==> src/rtl/ack_arbiter_rr_if.sv <==
// Ack bus between the source modules and the arbiter.
// master = source side (drives ack_valid), slave = arbiter side.
interface ack_arbiter_rr_if #(
    parameter int NUM_SRC = 4,
    parameter int ID_W    = 2
);
    // A source raises ack_valid[i] and holds it until it sees ack_ready[i];
    // ack_ready is a one-cycle one-hot grant, after which the source may drop.
    logic [NUM_SRC-1:0] ack_valid;
    logic [NUM_SRC-1:0] ack_ready;
    logic               ack_valid_n;
    logic [ID_W-1:0]    winner_source_id;

    modport master (
        output ack_valid,
        input  ack_ready,
        input  ack_valid_n,
        input  winner_source_id
    );

    modport slave (
        input  ack_valid,
        output ack_ready,
        output ack_valid_n,
        output winner_source_id
    );
endinterface

==> src/rtl/ack_arbiter_rr.sv <==
// Registered ack-bus arbiter: fixed or round-robin priority, grant held until the
// winner releases, optional hold timeout that masks a stuck source until it drops.
module ack_arbiter_rr #(
    parameter int NUM_SRC   = 4,
    parameter int ID_W      = 2,
    parameter int PRIO_MODE = 0,
    parameter int MAX_HOLD  = 16,
    parameter int CNT_W     = 8
) (
    input  logic                clk,
    input  logic                rst_n,
    ack_arbiter_rr_if.slave     bus,
    output logic                busy,
    output logic                timeout_err,
    output logic [1:0]          state_dbg
);
    typedef enum logic [1:0] {
        IDLE      = 2'd0,
        GRANT     = 2'd1,
        WAIT_DROP = 2'd2
    } state_e;

    localparam logic [ID_W-1:0]  ID_RST    = ID_W'(NUM_SRC - 1);
    localparam logic [CNT_W-1:0] HOLD_LAST = (MAX_HOLD == 0) ? '0 : CNT_W'(MAX_HOLD - 1);

    state_e             state_q, state_d;
    logic [NUM_SRC-1:0] ready_q, ready_d;
    logic [NUM_SRC-1:0] mask_q, mask_d;
    logic               valid_n_q, valid_n_d;
    logic               busy_q, busy_d;
    logic               tmo_q, tmo_d;
    logic [ID_W-1:0]    win_q, win_d;
    logic [ID_W-1:0]    last_q, last_d;
    logic [CNT_W-1:0]   cnt_q, cnt_d;

    logic [NUM_SRC-1:0] eligible;
    logic [ID_W-1:0]    pick;
    logic               found;
    int                 idx;

    assign eligible = bus.ack_valid & ~mask_q;

    // Round-robin searches downward starting just below the last winner, so with
    // last=0 after reset the order matches fixed priority.
    always_comb begin
        pick  = '0;
        found = 1'b0;
        idx   = 0;
        if (PRIO_MODE == 0) begin
            for (int i = 0; i < NUM_SRC; i++) begin
                if (eligible[i]) pick = ID_W'(i);
            end
        end else begin
            for (int k = 1; k <= NUM_SRC; k++) begin
                idx = (int'(last_q) + NUM_SRC - k) % NUM_SRC;
                if (!found && eligible[idx]) begin
                    pick  = ID_W'(idx);
                    found = 1'b1;
                end
            end
        end
    end

    always_comb begin
        state_d   = state_q;
        ready_d   = '0;
        valid_n_d = 1'b1;
        win_d     = win_q;
        busy_d    = busy_q;
        tmo_d     = 1'b0;
        last_d    = last_q;
        cnt_d     = cnt_q;
        mask_d    = mask_q & bus.ack_valid;
        case (state_q)
            IDLE: begin
                if (|eligible) begin
                    state_d       = GRANT;
                    ready_d[pick] = 1'b1;
                    valid_n_d     = 1'b0;
                    win_d         = pick;
                    busy_d        = 1'b1;
                    last_d        = pick;
                end else begin
                    win_d  = ID_RST;
                    busy_d = 1'b0;
                end
            end
            GRANT: begin
                state_d = WAIT_DROP;
                cnt_d   = '0;
                busy_d  = 1'b1;
            end
            WAIT_DROP: begin
                if (!bus.ack_valid[win_q]) begin
                    state_d = IDLE;
                    win_d   = ID_RST;
                    busy_d  = 1'b0;
                end else if ((MAX_HOLD != 0) && (cnt_q == HOLD_LAST)) begin
                    // Stuck holder: release the bus and ignore it until it drops.
                    state_d       = IDLE;
                    win_d         = ID_RST;
                    busy_d        = 1'b0;
                    tmo_d         = 1'b1;
                    mask_d[win_q] = 1'b1;
                end else begin
                    cnt_d = cnt_q + CNT_W'(1);
                end
            end
            default: begin
                state_d = IDLE;
                win_d   = ID_RST;
                busy_d  = 1'b0;
            end
        endcase
    end

    always_ff @(posedge clk or negedge rst_n) begin
        if (!rst_n) begin
            state_q   <= IDLE;
            ready_q   <= '0;
            valid_n_q <= 1'b1;
            win_q     <= ID_RST;
            busy_q    <= 1'b0;
            tmo_q     <= 1'b0;
            last_q    <= '0;
            mask_q    <= '0;
            cnt_q     <= '0;
        end else begin
            state_q   <= state_d;
            ready_q   <= ready_d;
            valid_n_q <= valid_n_d;
            win_q     <= win_d;
            busy_q    <= busy_d;
            tmo_q     <= tmo_d;
            last_q    <= last_d;
            mask_q    <= mask_d;
            cnt_q     <= cnt_d;
        end
    end

    assign bus.ack_ready        = ready_q;
    assign bus.ack_valid_n      = valid_n_q;
    assign bus.winner_source_id = win_q;
    assign busy                 = busy_q;
    assign timeout_err          = tmo_q;
    assign state_dbg            = state_q;
endmodule

==> src/flat_wrapper.sv <==
// flat-port wrapper written by rule: the top's interface ports become plain ports
module ack_arbiter_rr_flat 
#(
    parameter int NUM_SRC   = 4,
    parameter int ID_W      = 2,
    parameter int PRIO_MODE = 0,
    parameter int MAX_HOLD  = 16,
    parameter int CNT_W     = 8
)
  (clk, rst_n, busy, timeout_err, state_dbg, bus_ack_valid, bus_ack_ready, bus_ack_valid_n, bus_winner_source_id);
  ack_arbiter_rr_if #(.NUM_SRC(NUM_SRC), .ID_W(ID_W)) bus_i ();
  input  logic clk;
  input  logic rst_n;
  output logic busy;
  output logic timeout_err;
  output logic [1:0] state_dbg;
  input wire logic [$bits(bus_i.ack_valid)-1:0] bus_ack_valid;
  output wire logic [$bits(bus_i.ack_ready)-1:0] bus_ack_ready;
  output wire logic [$bits(bus_i.ack_valid_n)-1:0] bus_ack_valid_n;
  output wire logic [$bits(bus_i.winner_source_id)-1:0] bus_winner_source_id;
  assign bus_i.ack_valid = bus_ack_valid;
  assign bus_ack_ready = bus_i.ack_ready;
  assign bus_ack_valid_n = bus_i.ack_valid_n;
  assign bus_winner_source_id = bus_i.winner_source_id;
  ack_arbiter_rr #(.NUM_SRC(NUM_SRC), .ID_W(ID_W), .PRIO_MODE(PRIO_MODE), .MAX_HOLD(MAX_HOLD), .CNT_W(CNT_W)) u_core (.clk(clk), .rst_n(rst_n), .bus(bus_i), .busy(busy), .timeout_err(timeout_err), .state_dbg(state_dbg));
endmodule
==> config.mk <==
export PLATFORM = sky130hd
export DESIGN_NAME = ack_arbiter_rr_flat
export DESIGN_NICKNAME = d
export VERILOG_FILES = /design/src/rtl/ack_arbiter_rr_if.sv /design/src/rtl/ack_arbiter_rr.sv /design/src/flat_wrapper.sv
export SDC_FILE = /design/constraint.sdc
export NUM_CORES = 1
export LEC_CHECK = 0
export CORE_AREA = 2 2 54 51
export CTS_CLUSTER_SIZE = 12
export DETAILED_ROUTE_END_ITERATION = 10
export DIE_AREA = 0 0 56 53
export GPL_ROUTABILITY_DRIVEN = 1
export MAX_ROUTING_LAYER = met4
export PLACE_DENSITY = 0.78
export SLEW_MARGIN = 20
export SYNTH_ARGS = -nofsm -noshare
export SYNTH_HDL_FRONTEND = slang
export SYNTH_SLANG_ARGS = --single-unit
export TNS_END_PERCENT = 20
==> constraint.sdc <==
create_clock -name clk -period 2.7 [get_ports clk]
set_clock_uncertainty 0.1 [all_clocks]
set_input_delay 0.27 -clock clk [delete_from_list [all_inputs] [get_ports clk]]
set_output_delay 0.27 -clock clk [all_outputs]
set_load 0.005 [all_outputs]
==> key figures <==
Outcome
  • Status: finished, final reports clean

Timing
  • Final period util: roughly four fifths
  • Worst Slack Setup Final: 0.522 ns
  • Max-slew violation count: 0
  • Max Fclk: between 400 and 500 MHz
  • RSZ-0062 raised after global routing: no
  • Max_slew headroom: 60.9%
  • Worst Max-Slew Pin Slew: 0.581 ns
  • Hold Fails Final Rpt: 0
  • Final setup vio count: 0
  • TNS Setup: 0 ns
  • Clock period minus worst slack: 2.18 ns

Drt
  • Post-DRT Antenna Nets: 0
  • Via count: 923
  • Final WL: 2.35 mm
  • Drt pass-1 iters: 5
  • Vias per inst: between 6 and 7
  • WL/cell: 15.4 um
  • DR iter-0 viols: 8
  • Drc violations: 0

Synth
  • Mux cell area share after synthesis: 4.55%
  • Post-Synth XOR/XNOR Area: 0%
  • Syn Std Cell Area: roughly 0.0012 mm^2
  • Distinct cells, synth: 45
  • Compound-Gate Fraction of Synth Area: 16.2%
  • Syn_nets: around 120
  • Adder-Cell Fraction of Synth Area: 1.06%
  • Largest family of logic cells by synthesized area: simple AND/OR/NAND/NOR gates
  • Share of the synthesized area in the top cell type: 42.3%
  • EDFF count, synth: 0
  • Synth area leaders: dfrtp_1 (42%), dfstp_2 (6.7%), nand3_1 (5.1%)
  • Synth area leader: dfrtp_1
  • Main synth FF type: dfrtp_1
  • Synth async-reset ratio: 100%
  • Post-Syn Area per Cell: 10.8 um^2
  • Seq/Total Area, Yosys: 48.9%
  • Post-synthesis register bit count: 23
  • YS warnings: 0
  • Post-synthesis simple-gate area fraction: 24.3%
  • Syn Inst Count: 110

Worst setup path
  • Reg-to-Reg Start: u_core.bus.winner_source_id[1]
  • WP data arrival: around 2.3 ns
  • Reg2reg end: u_core.cnt_q[3]
  • Setup slack, reg-to-reg: 0.52 ns
  • CP Data Required Time: 2.81 ns
  • Critical setup path kind: flip-flop to flip-flop
  • Crit path max fanout: 9
  • R2R cell count: 4
  • CP Launch Type: flip-flop
  • CP Capture Type: flip-flop

Clocking
  • Clk pin slew, worst setup/hold paths: 0.12 ns
  • CTS buffer count: 3
  • CTS tree: built
  • Max clock buf depth: 2
  • Clock insertion delay at the later pin of the skew report: 0.31 ns
  • Post-CTS Resized: 0
  • Post-CTS setup buffers: 0
  • Clock root cell: clkbuf_4
  • Post-CTS Hold Buffers: 0
  • CTS sink count: 23
  • H-tree depth reported by CTS: 1

Power
  • PnR Total Power: 1.06 mW
  • Max VDD drop: 0.532 mV
  • Power density cells: 771 mW/mm^2
  • Leakage power: 0.593 nW

Layout
  • Ant. Diodes: 0
  • Post-Layout Cell Count: 153
  • Layout area overhead: 16.0%
  • Final nets: between 100 and 150
  • Most common cell after layout, fill and taps aside: dfrtp_1
  • Fillers: 225
  • Share of cells above drive strength 1: 15.2%
  • Commonest cells after routing, fill and taps aside: dfrtp_1 (20), clkdlybuf4s50_1 (16), nand3_1 (12), nand2_1 (7)

Floorplanning
  • Die Wd: 56 um
  • Full die area: 0.00297 mm^2
  • Die H: 53 um
  • Core area: ~0.0024 mm^2
  • Site Rows: 17
  • Initial Util: a little under 50%
  • I/O Pins: 17

Place
  • Post-DP HPWL: 1.73 mm
  • Setup WS pre-CTS: between 0.4 and 0.5 ns
  • # port buffers: 16
  • Dpl cells: 149
  • RePlAce Congestion: approximately 0.85

Global route
  • Total gr overflow: 0
  • Largest net degree at the start of global routing: 24
  • First-pass GRT wire length: 4.08 mm
  • Initial antenna violation count: 0
  • Total Routing Usage GR: a little under a fifth
  • Vias in the first global route: 857

Min path
  • Hold Crit Class: primary input to async pin

Run
  • Total of max-cap violations: 0
==> cells in the mapped netlist (2+ instances only) <==
cell / count
and4_1: 2
buf_4: 2
dfrtp_1: 20
dfstp_2: 3
inv_1: 4
mux2i_1: 2
nand2_1: 7
nand2b_1: 5
nand3_1: 12
nand4_1: 3
nor2_1: 5
nor2b_1: 2
nor3_1: 4
nor3b_1: 2
o211ai_1: 3
o21ai_0: 4
or3_4: 2
==> power by group <==
part	leakage (nW)	switching, mW	internal, mW
Clock	0.0150	0.101	0.0579
Sequential	0.302	0.0936	0.422
Combinational	0.276	0.183	0.201
==> critical path, cell delays in order, from the launching register on <==
cell	delay [ns]
dfstp_2	0.66
mux2i_1	0.38
o22a_1	0.40
nor2_1	0.14
a221o_2	0.38
==> per-layer routing <==
metal / track usage [%] / vias up / part of all wire (%)
met2: 27.3 / 27 / 45
met4: 6.75 / 0 / 1.1
met1: 26.2 / 452 / 49
li1: - / 440 / -
met3: 5.13 / 4 / 5.5
met5: - / - / 0
==> cell families after synthesis <==
| logic type | count (synthesis) |
|---|---|
| simple gates | 50 |
| flops | 23 |
| compound gates | 21 |
| buf+inv | 11 |
| mux | 4 |
| fa+ha+maj | 1 |
==> worst max path at each step <==
stage / end / start / cells after the start
detailed placement: u_core.cnt_q[3] / bus_ack_valid[3] / 5
global placement: u_core.cnt_q[3] / bus_ack_valid[2] / 5
global route: u_core.cnt_q[3] / u_core.bus.winner_source_id[1] / 4
floorplan: u_core.cnt_q[3] / u_core.bus.winner_source_id[1] / 6
finish: u_core.cnt_q[3] / u_core.bus.winner_source_id[1] / 4
CTS: u_core.cnt_q[3] / u_core.bus.winner_source_id[1] / 4
==> sequential cells by signal, indices dropped and copies added (netlist names) <==
signal,flops
u_core.cnt_q,8
u_core.bus.ack_ready,4
u_core.mask_q,4
u_core.bus.winner_source_id,2
u_core.state_dbg,2
u_core.bus.ack_valid_n,1
u_core.busy,1
u_core.timeout_err,1
==> layout make-up <==
class | count | area (um^2) | share of cell area, %
Sequential cell | 23 | 579 | 42.2
Multi-Input combinational cell | 76 | 546 | 39.7
Timing Repair Buffer | 17 | 168 | 12.2
Tap cell | 28 | 35.0 | 2.55
Clock buffer | 4 | 26.3 | 1.91
Inverter | 5 | 18.8 | 1.37
==> through the flow <==
step                instance area [um^2]  hold slack (ns)  util [%]
floorplan                           1180           -0.126         -
detailed placement                  1350            0.370      56.5
finish                              1370            0.185      57.6
global placement                    1350            0.363      56.5
CTS                                 1370            0.187      57.6
global route                        1370            0.221      57.6
(Power assumes the default switching activity.)
